--- config.mk ---
export PLATFORM = sky130hd
export DESIGN_NAME = scan_response_reader_flat
export DESIGN_NICKNAME = d
export VERILOG_FILES = /design/src/rtl/scan_response_reader_pkg.sv /design/src/rtl/scan_response_reader_if.sv /design/src/rtl/scan_response_reader_sig_misr.sv /design/src/rtl/scan_response_reader.sv /design/src/flat_wrapper.sv
export SDC_FILE = /design/constraint.sdc
export NUM_CORES = 1
export LEC_CHECK = 0
export CAP_MARGIN = 20
export CORE_UTILIZATION = 55
export CTS_BUF_LIST = sky130_fd_sc_hd__clkbuf_8 sky130_fd_sc_hd__clkbuf_16
export DETAILED_ROUTE_END_ITERATION = 10
export DONT_BUFFER_PORTS = 1
export GPL_TIMING_DRIVEN = 1
export PLACE_DENSITY = 0.73
export RECOVER_POWER = 100
export SYNTH_ARGS = -nofsm -noshare
export SYNTH_HDL_FRONTEND = slang
export SYNTH_SLANG_ARGS = --single-unit
--- constraint.sdc ---
create_clock -name sys_clk -period 1.5 [get_ports sys_clk]
set_input_delay 0.15 -clock sys_clk [delete_from_list [all_inputs] [get_ports sys_clk]]
set_output_delay 0.15 -clock sys_clk [all_outputs]
set_load 0.01 [all_outputs]
--- src/rtl/scan_response_reader_pkg.sv ---
// Shared types, constants and MISR step function for the scan response reader.
package scan_reader_pkg;

    localparam int unsigned SIG_W = 16;
    localparam logic [SIG_W-1:0] DEFAULT_POLY = 16'h1021;

    typedef enum logic [1:0] {
        IDLE,
        CAPTURE,
        SHIFT,
        PRESENT
    } rd_state_t;

    // One MISR step: shift left, fold in POLY when the MSB falls off, xor the data word.
    function automatic logic [SIG_W-1:0] misr_next(
        input logic [SIG_W-1:0] sig,
        input logic [SIG_W-1:0] poly,
        input logic [SIG_W-1:0] din
    );
        return {sig[SIG_W-2:0], 1'b0} ^ (sig[SIG_W-1] ? poly : '0) ^ din;
    endfunction

endpackage

--- src/rtl/scan_response_reader_if.sv ---
// Handshake and scan-chain signals of the scan response reader.
interface scan_response_reader_if
    import scan_reader_pkg::*;
#(
    parameter int unsigned CHAIN_LEN = 8
);
    logic                 start;
    logic                 capture_en;
    logic                 scan_en;
    logic                 scan_out;
    logic                 busy;
    logic                 resp_valid;
    logic                 resp_ready;
    logic [CHAIN_LEN-1:0] resp_data;
    logic                 sig_clr;
    logic [SIG_W-1:0]     sig;

    modport master (
        input  start, scan_out, resp_ready, sig_clr,
        output capture_en, scan_en, busy, resp_valid, resp_data, sig
    );

    modport slave (
        output start, scan_out, resp_ready, sig_clr,
        input  capture_en, scan_en, busy, resp_valid, resp_data, sig
    );
endinterface

--- src/rtl/scan_response_reader_sig_misr.sv ---
// 16-bit response signature register; reset and clear take priority over update.
module sig_misr
    import scan_reader_pkg::*;
#(
    parameter logic [SIG_W-1:0] POLY = DEFAULT_POLY
) (
    input  logic             clk,
    input  logic             rst,
    input  logic             clr,
    input  logic             upd,
    input  logic [SIG_W-1:0] din,
    output logic [SIG_W-1:0] sig
);
    logic [SIG_W-1:0] sig_q;
    logic [SIG_W-1:0] sig_d;

    always_comb begin
        sig_d = sig_q;
        if (clr) begin
            sig_d = '0;
        end else if (upd) begin
            sig_d = misr_next(sig_q, POLY, din);
        end
    end

    always_ff @(posedge clk) begin
        if (rst) begin
            sig_q <= '0;
        end else begin
            sig_q <= sig_d;
        end
    end

    assign sig = sig_q;
endmodule

--- src/rtl/scan_response_reader.sv ---
// Scan-chain unload controller: capture, serial shift-in, parallel present, MISR fold.
module scan_response_reader
    import scan_reader_pkg::*;
#(
    parameter int unsigned      CHAIN_LEN = 8,
    parameter logic [SIG_W-1:0] POLY      = DEFAULT_POLY
) (
    input  logic                   sys_clk,
    input  logic                   rst,
    scan_response_reader_if.master bus
);
    localparam int unsigned CNT_W = $clog2(CHAIN_LEN + 1);
    localparam logic [CNT_W-1:0] LAST_CNT = CNT_W'(CHAIN_LEN - 1);

    rd_state_t            state_q, state_d;
    logic [CNT_W-1:0]     cnt_q, cnt_d;
    logic [CHAIN_LEN-1:0] sreg_q, sreg_d;
    logic [CHAIN_LEN-1:0] resp_data_q, resp_data_d;
    logic [CHAIN_LEN-1:0] shifted;
    logic                 capture_en_q, capture_en_d;
    logic                 scan_en_q, scan_en_d;
    logic                 busy_q, busy_d;
    logic                 resp_valid_q, resp_valid_d;
    logic                 misr_upd;

    always_comb begin
        // Right shift with the tail bit entering at the top, so the first sample ends at bit 0.
        shifted                = sreg_q >> 1;
        shifted[CHAIN_LEN-1]   = bus.scan_out;

        state_d     = state_q;
        cnt_d       = cnt_q;
        sreg_d      = sreg_q;
        resp_data_d = resp_data_q;
        misr_upd    = 1'b0;

        unique case (state_q)
            IDLE: begin
                if (bus.start) begin
                    state_d = CAPTURE;
                end
            end
            CAPTURE: begin
                cnt_d   = '0;
                state_d = SHIFT;
            end
            SHIFT: begin
                sreg_d = shifted;
                cnt_d  = cnt_q + CNT_W'(1);
                if (cnt_q == LAST_CNT) begin
                    state_d     = PRESENT;
                    resp_data_d = shifted;
                    misr_upd    = 1'b1;
                end
            end
            PRESENT: begin
                if (resp_valid_q && bus.resp_ready) begin
                    state_d = IDLE;
                end
            end
            default: state_d = IDLE;
        endcase

        // Outputs are registered from the next state so they line up with the state register.
        capture_en_d = (state_d == CAPTURE);
        scan_en_d    = (state_d == SHIFT);
        busy_d       = (state_d != IDLE);
        resp_valid_d = (state_d == PRESENT);
    end

    always_ff @(posedge sys_clk) begin
        if (rst) begin
            state_q      <= IDLE;
            cnt_q        <= '0;
            sreg_q       <= '0;
            resp_data_q  <= '0;
            capture_en_q <= 1'b0;
            scan_en_q    <= 1'b0;
            busy_q       <= 1'b0;
            resp_valid_q <= 1'b0;
        end else begin
            state_q      <= state_d;
            cnt_q        <= cnt_d;
            sreg_q       <= sreg_d;
            resp_data_q  <= resp_data_d;
            capture_en_q <= capture_en_d;
            scan_en_q    <= scan_en_d;
            busy_q       <= busy_d;
            resp_valid_q <= resp_valid_d;
        end
    end

    sig_misr #(
        .POLY (POLY)
    ) u_sig_misr (
        .clk (sys_clk),
        .rst (rst),
        .clr (bus.sig_clr),
        .upd (misr_upd),
        .din (SIG_W'(shifted)),
        .sig (bus.sig)
    );

    assign bus.capture_en = capture_en_q;
    assign bus.scan_en    = scan_en_q;
    assign bus.busy       = busy_q;
    assign bus.resp_valid = resp_valid_q;
    assign bus.resp_data  = resp_data_q;
endmodule

--- src/flat_wrapper.sv ---
// flat-port wrapper written by rule: the top's interface ports become plain ports
module scan_response_reader_flat import scan_reader_pkg::*;
#(
    parameter int unsigned      CHAIN_LEN = 8,
    parameter logic [SIG_W-1:0] POLY      = DEFAULT_POLY
)
  (sys_clk, rst, bus_start, bus_scan_out, bus_resp_ready, bus_sig_clr, bus_capture_en, bus_scan_en, bus_busy, bus_resp_valid, bus_resp_data, bus_sig);
  scan_response_reader_if #(.CHAIN_LEN(CHAIN_LEN)) bus_i ();
  input  logic sys_clk;
  input  logic rst;
  input wire logic [$bits(bus_i.start)-1:0] bus_start;
  input wire logic [$bits(bus_i.scan_out)-1:0] bus_scan_out;
  input wire logic [$bits(bus_i.resp_ready)-1:0] bus_resp_ready;
  input wire logic [$bits(bus_i.sig_clr)-1:0] bus_sig_clr;
  output wire logic [$bits(bus_i.capture_en)-1:0] bus_capture_en;
  output wire logic [$bits(bus_i.scan_en)-1:0] bus_scan_en;
  output wire logic [$bits(bus_i.busy)-1:0] bus_busy;
  output wire logic [$bits(bus_i.resp_valid)-1:0] bus_resp_valid;
  output wire logic [$bits(bus_i.resp_data)-1:0] bus_resp_data;
  output wire logic [$bits(bus_i.sig)-1:0] bus_sig;
  assign bus_i.start = bus_start;
  assign bus_i.scan_out = bus_scan_out;
  assign bus_i.resp_ready = bus_resp_ready;
  assign bus_i.sig_clr = bus_sig_clr;
  assign bus_capture_en = bus_i.capture_en;
  assign bus_scan_en = bus_i.scan_en;
  assign bus_busy = bus_i.busy;
  assign bus_resp_valid = bus_i.resp_valid;
  assign bus_resp_data = bus_i.resp_data;
  assign bus_sig = bus_i.sig;
  scan_response_reader #(.CHAIN_LEN(CHAIN_LEN), .POLY(POLY)) u_core (.sys_clk(sys_clk), .rst(rst), .bus(bus_i));
endmodule
Yosys cells after proc, flatten, opt, wreduce, memory -nomap -nowiden
Cells that the tools add are included.

storage, ports and cells
  register bits = 42
  input port bits = 6
  output and inout bits = 28
  word-level logic and storage cells = 33

cells by class
  add/subtract/negate cells = 1
  eq/ne operators = 7
  muxes and demuxes = 8
  bitwise gates (word level) = 2
  reductions and logical operators = 6

operator list
  operator                                        count
  bitwise XOR 16 bit                              1
  bitwise XOR 16 x 8 -> 16 bit                    1
  two-way mux 13 bit                              1
  == test 2 bit (second input constant)           4
  case mux 2 bit (4 select lines)                 1
  case mux 4 bit (2 select lines)                 1
  two-way mux 2 bit                               3
  adder 4 x 1 -> 4 bit (second input constant)    1
  == test 2 x 1 -> 1 bit (second input constant)  2
  == test 4 x 3 -> 1 bit (second input constant)  1
  nonzero test 2 bit                              2
  logical NOT 2 bit                               1
  two-way mux 1 bit                               2
  AND reduction 2 bit                             1
  OR reduction 2 bit                              1
  logical AND 1 bit                               1

Logic depth before layout (Yosys ltp)
  depth after elaboration = 4
  gate-level depth with buffers = 8
  depth with buffers taken out = 5

Hierarchy
From an unflattened synthesis, not the netlist that was laid out.

unflattened totals
  cells, all modules = 179
  area total of the unflattened synthesis = 1724.2 µm²

by module, submodules not included
  module                times used  cells an instance  area an instance (µm²)  seq. area each (µm²)
  scan_response_reader  1           109                1006.0                  500.5
  sig_misr              1           70                 718.2                   320.3

Worst setup path before layout
Ideal clock, no wire load.

  kind = reg-to-reg
  start = register u_core.state_q[0]
  end = register u_core.capture_en_q, in the netlist u_core.bus.capture_en
  setup time = 0.073 ns
  arrival = 1.425 ns
  data required time = 1.427 ns
  slack = 0.003 ns
  stages on the path, launching flop included = 6
  buffers on the path = 1
  path through = dfxtp_1 -> inv_1 -> ha_1 -> buf_4 -> o41ai_2 -> nor3b_2

on the way
  longest elaborated chain between the ends = 3

RTL lines
  item                                         line                        source
  from (decl)                                  scan_response_reader.sv:15  rd_state_t state_q, state_d;
  from (signal assigned)                       scan_response_reader.sv:82  state_q <= state_d;
  == test 2 bit, or another cell as far along  scan_response_reader.sv:37  unique case (state_q)
  case mux 2 bit (4 select lines) (*)          scan_response_reader.sv:37
  == test 2 x 1 -> 1 bit (*)                   scan_response_reader.sv:65  capture_en_d = (state_d == CAPTURE);
  to (signal assigned)                         scan_response_reader.sv:86  capture_en_q <= capture_en_d;
  to (decl)                                    scan_response_reader.sv:20  logic capture_en_q, capture_en_d;

Every way passes the cells marked *; elsewhere a longest branch is shown, timed or not.
A chain may end at the register's enable or synchronous reset.

Final worst setup path
Ends and elaborated chain as after synthesis.

==> metrics <==
grt ovf 0; Worst R2R End u_core.bus.capture_en$_SDFF_PP0_; die width 57.0 um; Final Skew 0.00513 ns; share of cells above drive strength 1 0.189; number of H-tree levels 2; ranking of synthesized cells by area dfxtp_1 49%, nand2_1 7.0%, a21oi_1 5.4%, mux2i_1 4.8%, xnor2_1 4.7%; post-route clock period utilization 1.00; count leader, synth dfxtp_1; Residual DRC 4; Netlist cell types 34; hpwl dp 2160 um; PnR worst setup slack -0.00387 ns; # IOs 34; routing usage on met2 0.363; clock buffer depth 2; Syn Area/Cell 9.14 um2; initial cell density of the core 0.593; Synth area leader dfxtp_1; Worst slew margin 0.408; CTS tree yes; fmax 665 MHz; final hold slack 0.0287 ns; failing checks design-rule violations, negative setup slack; clock latency on the worst-skew pair 0.30 ns; met1 Track Usage GR 0.246; site row count 19; Post-synth EDFFs 0; Seq cells post-synth 41; asr flop ratio synth 0; RD Place Congestion 0.718; maximum fanout along the worst path 5; syn_nets 192; Cells after Synth 182; top cell type's share of synthesized area 0.493; DP Worst Slack -0.0755 ns; Pleak 0.684 nW; number of global-route vias before repair 1206; critical path launch point u_core.state_q[0]$_SDFF_PP0_; dpl cell area 1720 um2; CTS sink count 41; fin. max-slew vios 0; CP startpoint kind flop; port bufs 0; Post-synth top cells 41 x dfxtp_1, 31 x nand2_1, 20 x nor2_1; Avg WL per Cell 15.1 um; Req. time, crit path 1.73 ns; Max-Cap Viols 0; min cycle time layout 1.50 ns; GRT busiest layer met2; Critical Path AT 1.73 ns; HP Class in -> reg; WS Path Type reg -> reg; first-pass GRT wire length 5350 um; Die Span Y 57.0 um; total CTS buffers 5; Syn-to-layout area delta 16.5%; vias per cell 5.76; final non-filler cell total 221; Final Hold Vio Count 0; RSZ-0062 raised after global routing true; sequential area share after synthesis 0.493; outcome finished with violations; routed vias 1273; sum of negative setup slack -0.00765 ns; Worst R2R Path Depth 7; Pwr per Cell Area 1460 nW/um2; Synth Warn # 0; Worst VDD drop 0.838 mV; GR Util All Layers 0.218; Worst-path clk slew 0.08 ns; n_diodes 0; measured slew at the worst slew-check pin 0.885 ns; largest net degree at the start of global routing 32; fin area 1940 um2; worst reg2reg path startpoint u_core.state_q[0]$_SDFF_PP0_; Total Power 2.83 mW; post-synthesis instance area 1660 um2; R2R setup slack -0.004 ns; Final Setup Violations 2; Die ar. 3250 um2; Crit. End Element flop; end of the critical path u_core.bus.capture_en$_SDFF_PP0_; core area 2810 um2; detailed router's first-iteration violation count 61; antenna violations before repair 0; nets@finish 199; Post-synth top flop dfxtp_1; final wirelength 3340 um; final cell utilization of the core 0.691; # placed instances 209; ANT nets after route 0; DR pass1 iterations 7; met3 usage 0.0907; root buffer cell clkbuf_8
[flip-flops by register name, indices dropped and copies added, names as in the netlist]
signal,flops
u_core.sreg_q,7
u_core.cnt_q,4
u_core.bus.resp_data,8
u_core.bus.scan_en,1
u_core.bus.resp_valid,1
u_core.bus.capture_en,1
u_core.bus.busy,1
u_core.state_q,2
u_core.u_sig_misr.sig,16
[critical path, cell delays in order (launching register included)]
cell     delay [ns]
dfxtp_2        0.34
inv_2          0.05
buf_6          0.12
ha_4           0.15
nor2b_4        0.13
o41ai_2        0.30
buf_4          0.19
nor3b_2        0.15
[cells in the final DEF (no fill, tap or decap), types with 2 or more instances in the layout]
| cell type | netlist | final |
|---|---|---|
| nor2_1 | 20 | 20 |
| a211oi_1 | 9 | 5 |
| a21oi_1 | 18 | 18 |
| clkbuf_8 | 0 | 6 |
| xnor2_1 | 9 | 9 |
| dfxtp_2 | 0 | 2 |
| nand3_1 | 3 | 3 |
| mux2i_1 | 8 | 8 |
| nor2b_1 | 3 | 2 |
| nand2_1 | 31 | 31 |
| buf_4 | 2 | 7 |
| dlygate4sd3_1 | 0 | 2 |
| inv_1 | 4 | 3 |
| a211oi_2 | 0 | 4 |
| dfxtp_1 | 41 | 39 |
| ha_4 | 0 | 3 |
[kinds of logic after synthesis]
kind of cell               share of synthesized area
buffers and inverters                         0.0451
and+or+nand+nor                                0.195
xor gates and xnor gates                      0.0526
AOI/OAI and AO/OA                              0.136
DFF                                            0.493
muxes                                         0.0481
adders and majority gates                     0.0301
[layout make-up]
cell class                      count  area, um2
Clock buffer                        6       82.6
Inverter                            4       15.0
Clock inverter                      2       13.8
Multi-Input combinational cell    125        856
Timing Repair Buffer               12        109
Sequential cell                    41        823
Tap cell                           31       38.8
Fill cell                         217        867
[power breakdown]
part	switching [mW]	internal (mW)	total, mW	leakage, nW
clock	0.386	0.372	0.758	0.0512
sequential	0.0735	1.17	1.24	0.332
combinational	0.416	0.415	0.831	0.301
[routing by layer]
layer	routed length, um	share of wire
met1	1420	0.43
met2	1640	0.49
met3	213	0.064
met4	63	0.019
met5	0	0
[how the worst min path moves through the flow]
stage / cells past startpoint / to / start / slack (ns)
floorplan: 2 / u_core.bus.resp_data[7]$_SDFFE_PP0P_ / bus_scan_out / 0.29
global placement: 1 / u_core.bus.resp_data[7]$_SDFFE_PP0P_ / rst / 0.22
detailed placement: 1 / u_core.bus.resp_data[0]$_SDFFE_PP0P_ / rst / 0.22
CTS: 2 / u_core.cnt_q[3]$_SDFFE_PP0P_ / rst / 0.03
global route: 2 / u_core.cnt_q[3]$_SDFFE_PP0P_ / rst / 0.03
finish: 2 / u_core.sreg_q[7]$_SDFFE_PP0P_ / bus_scan_out / 0.03
[timing repair]
action	in CTS	in global routing
hold buffers	2	0
endpoints found under the hold margin	22	0
pin swaps	2	3
setup buffers	0	2
endpoints found under the setup margin	12	20
resized for setup	5	16
(Power assumes the default switching activity.)
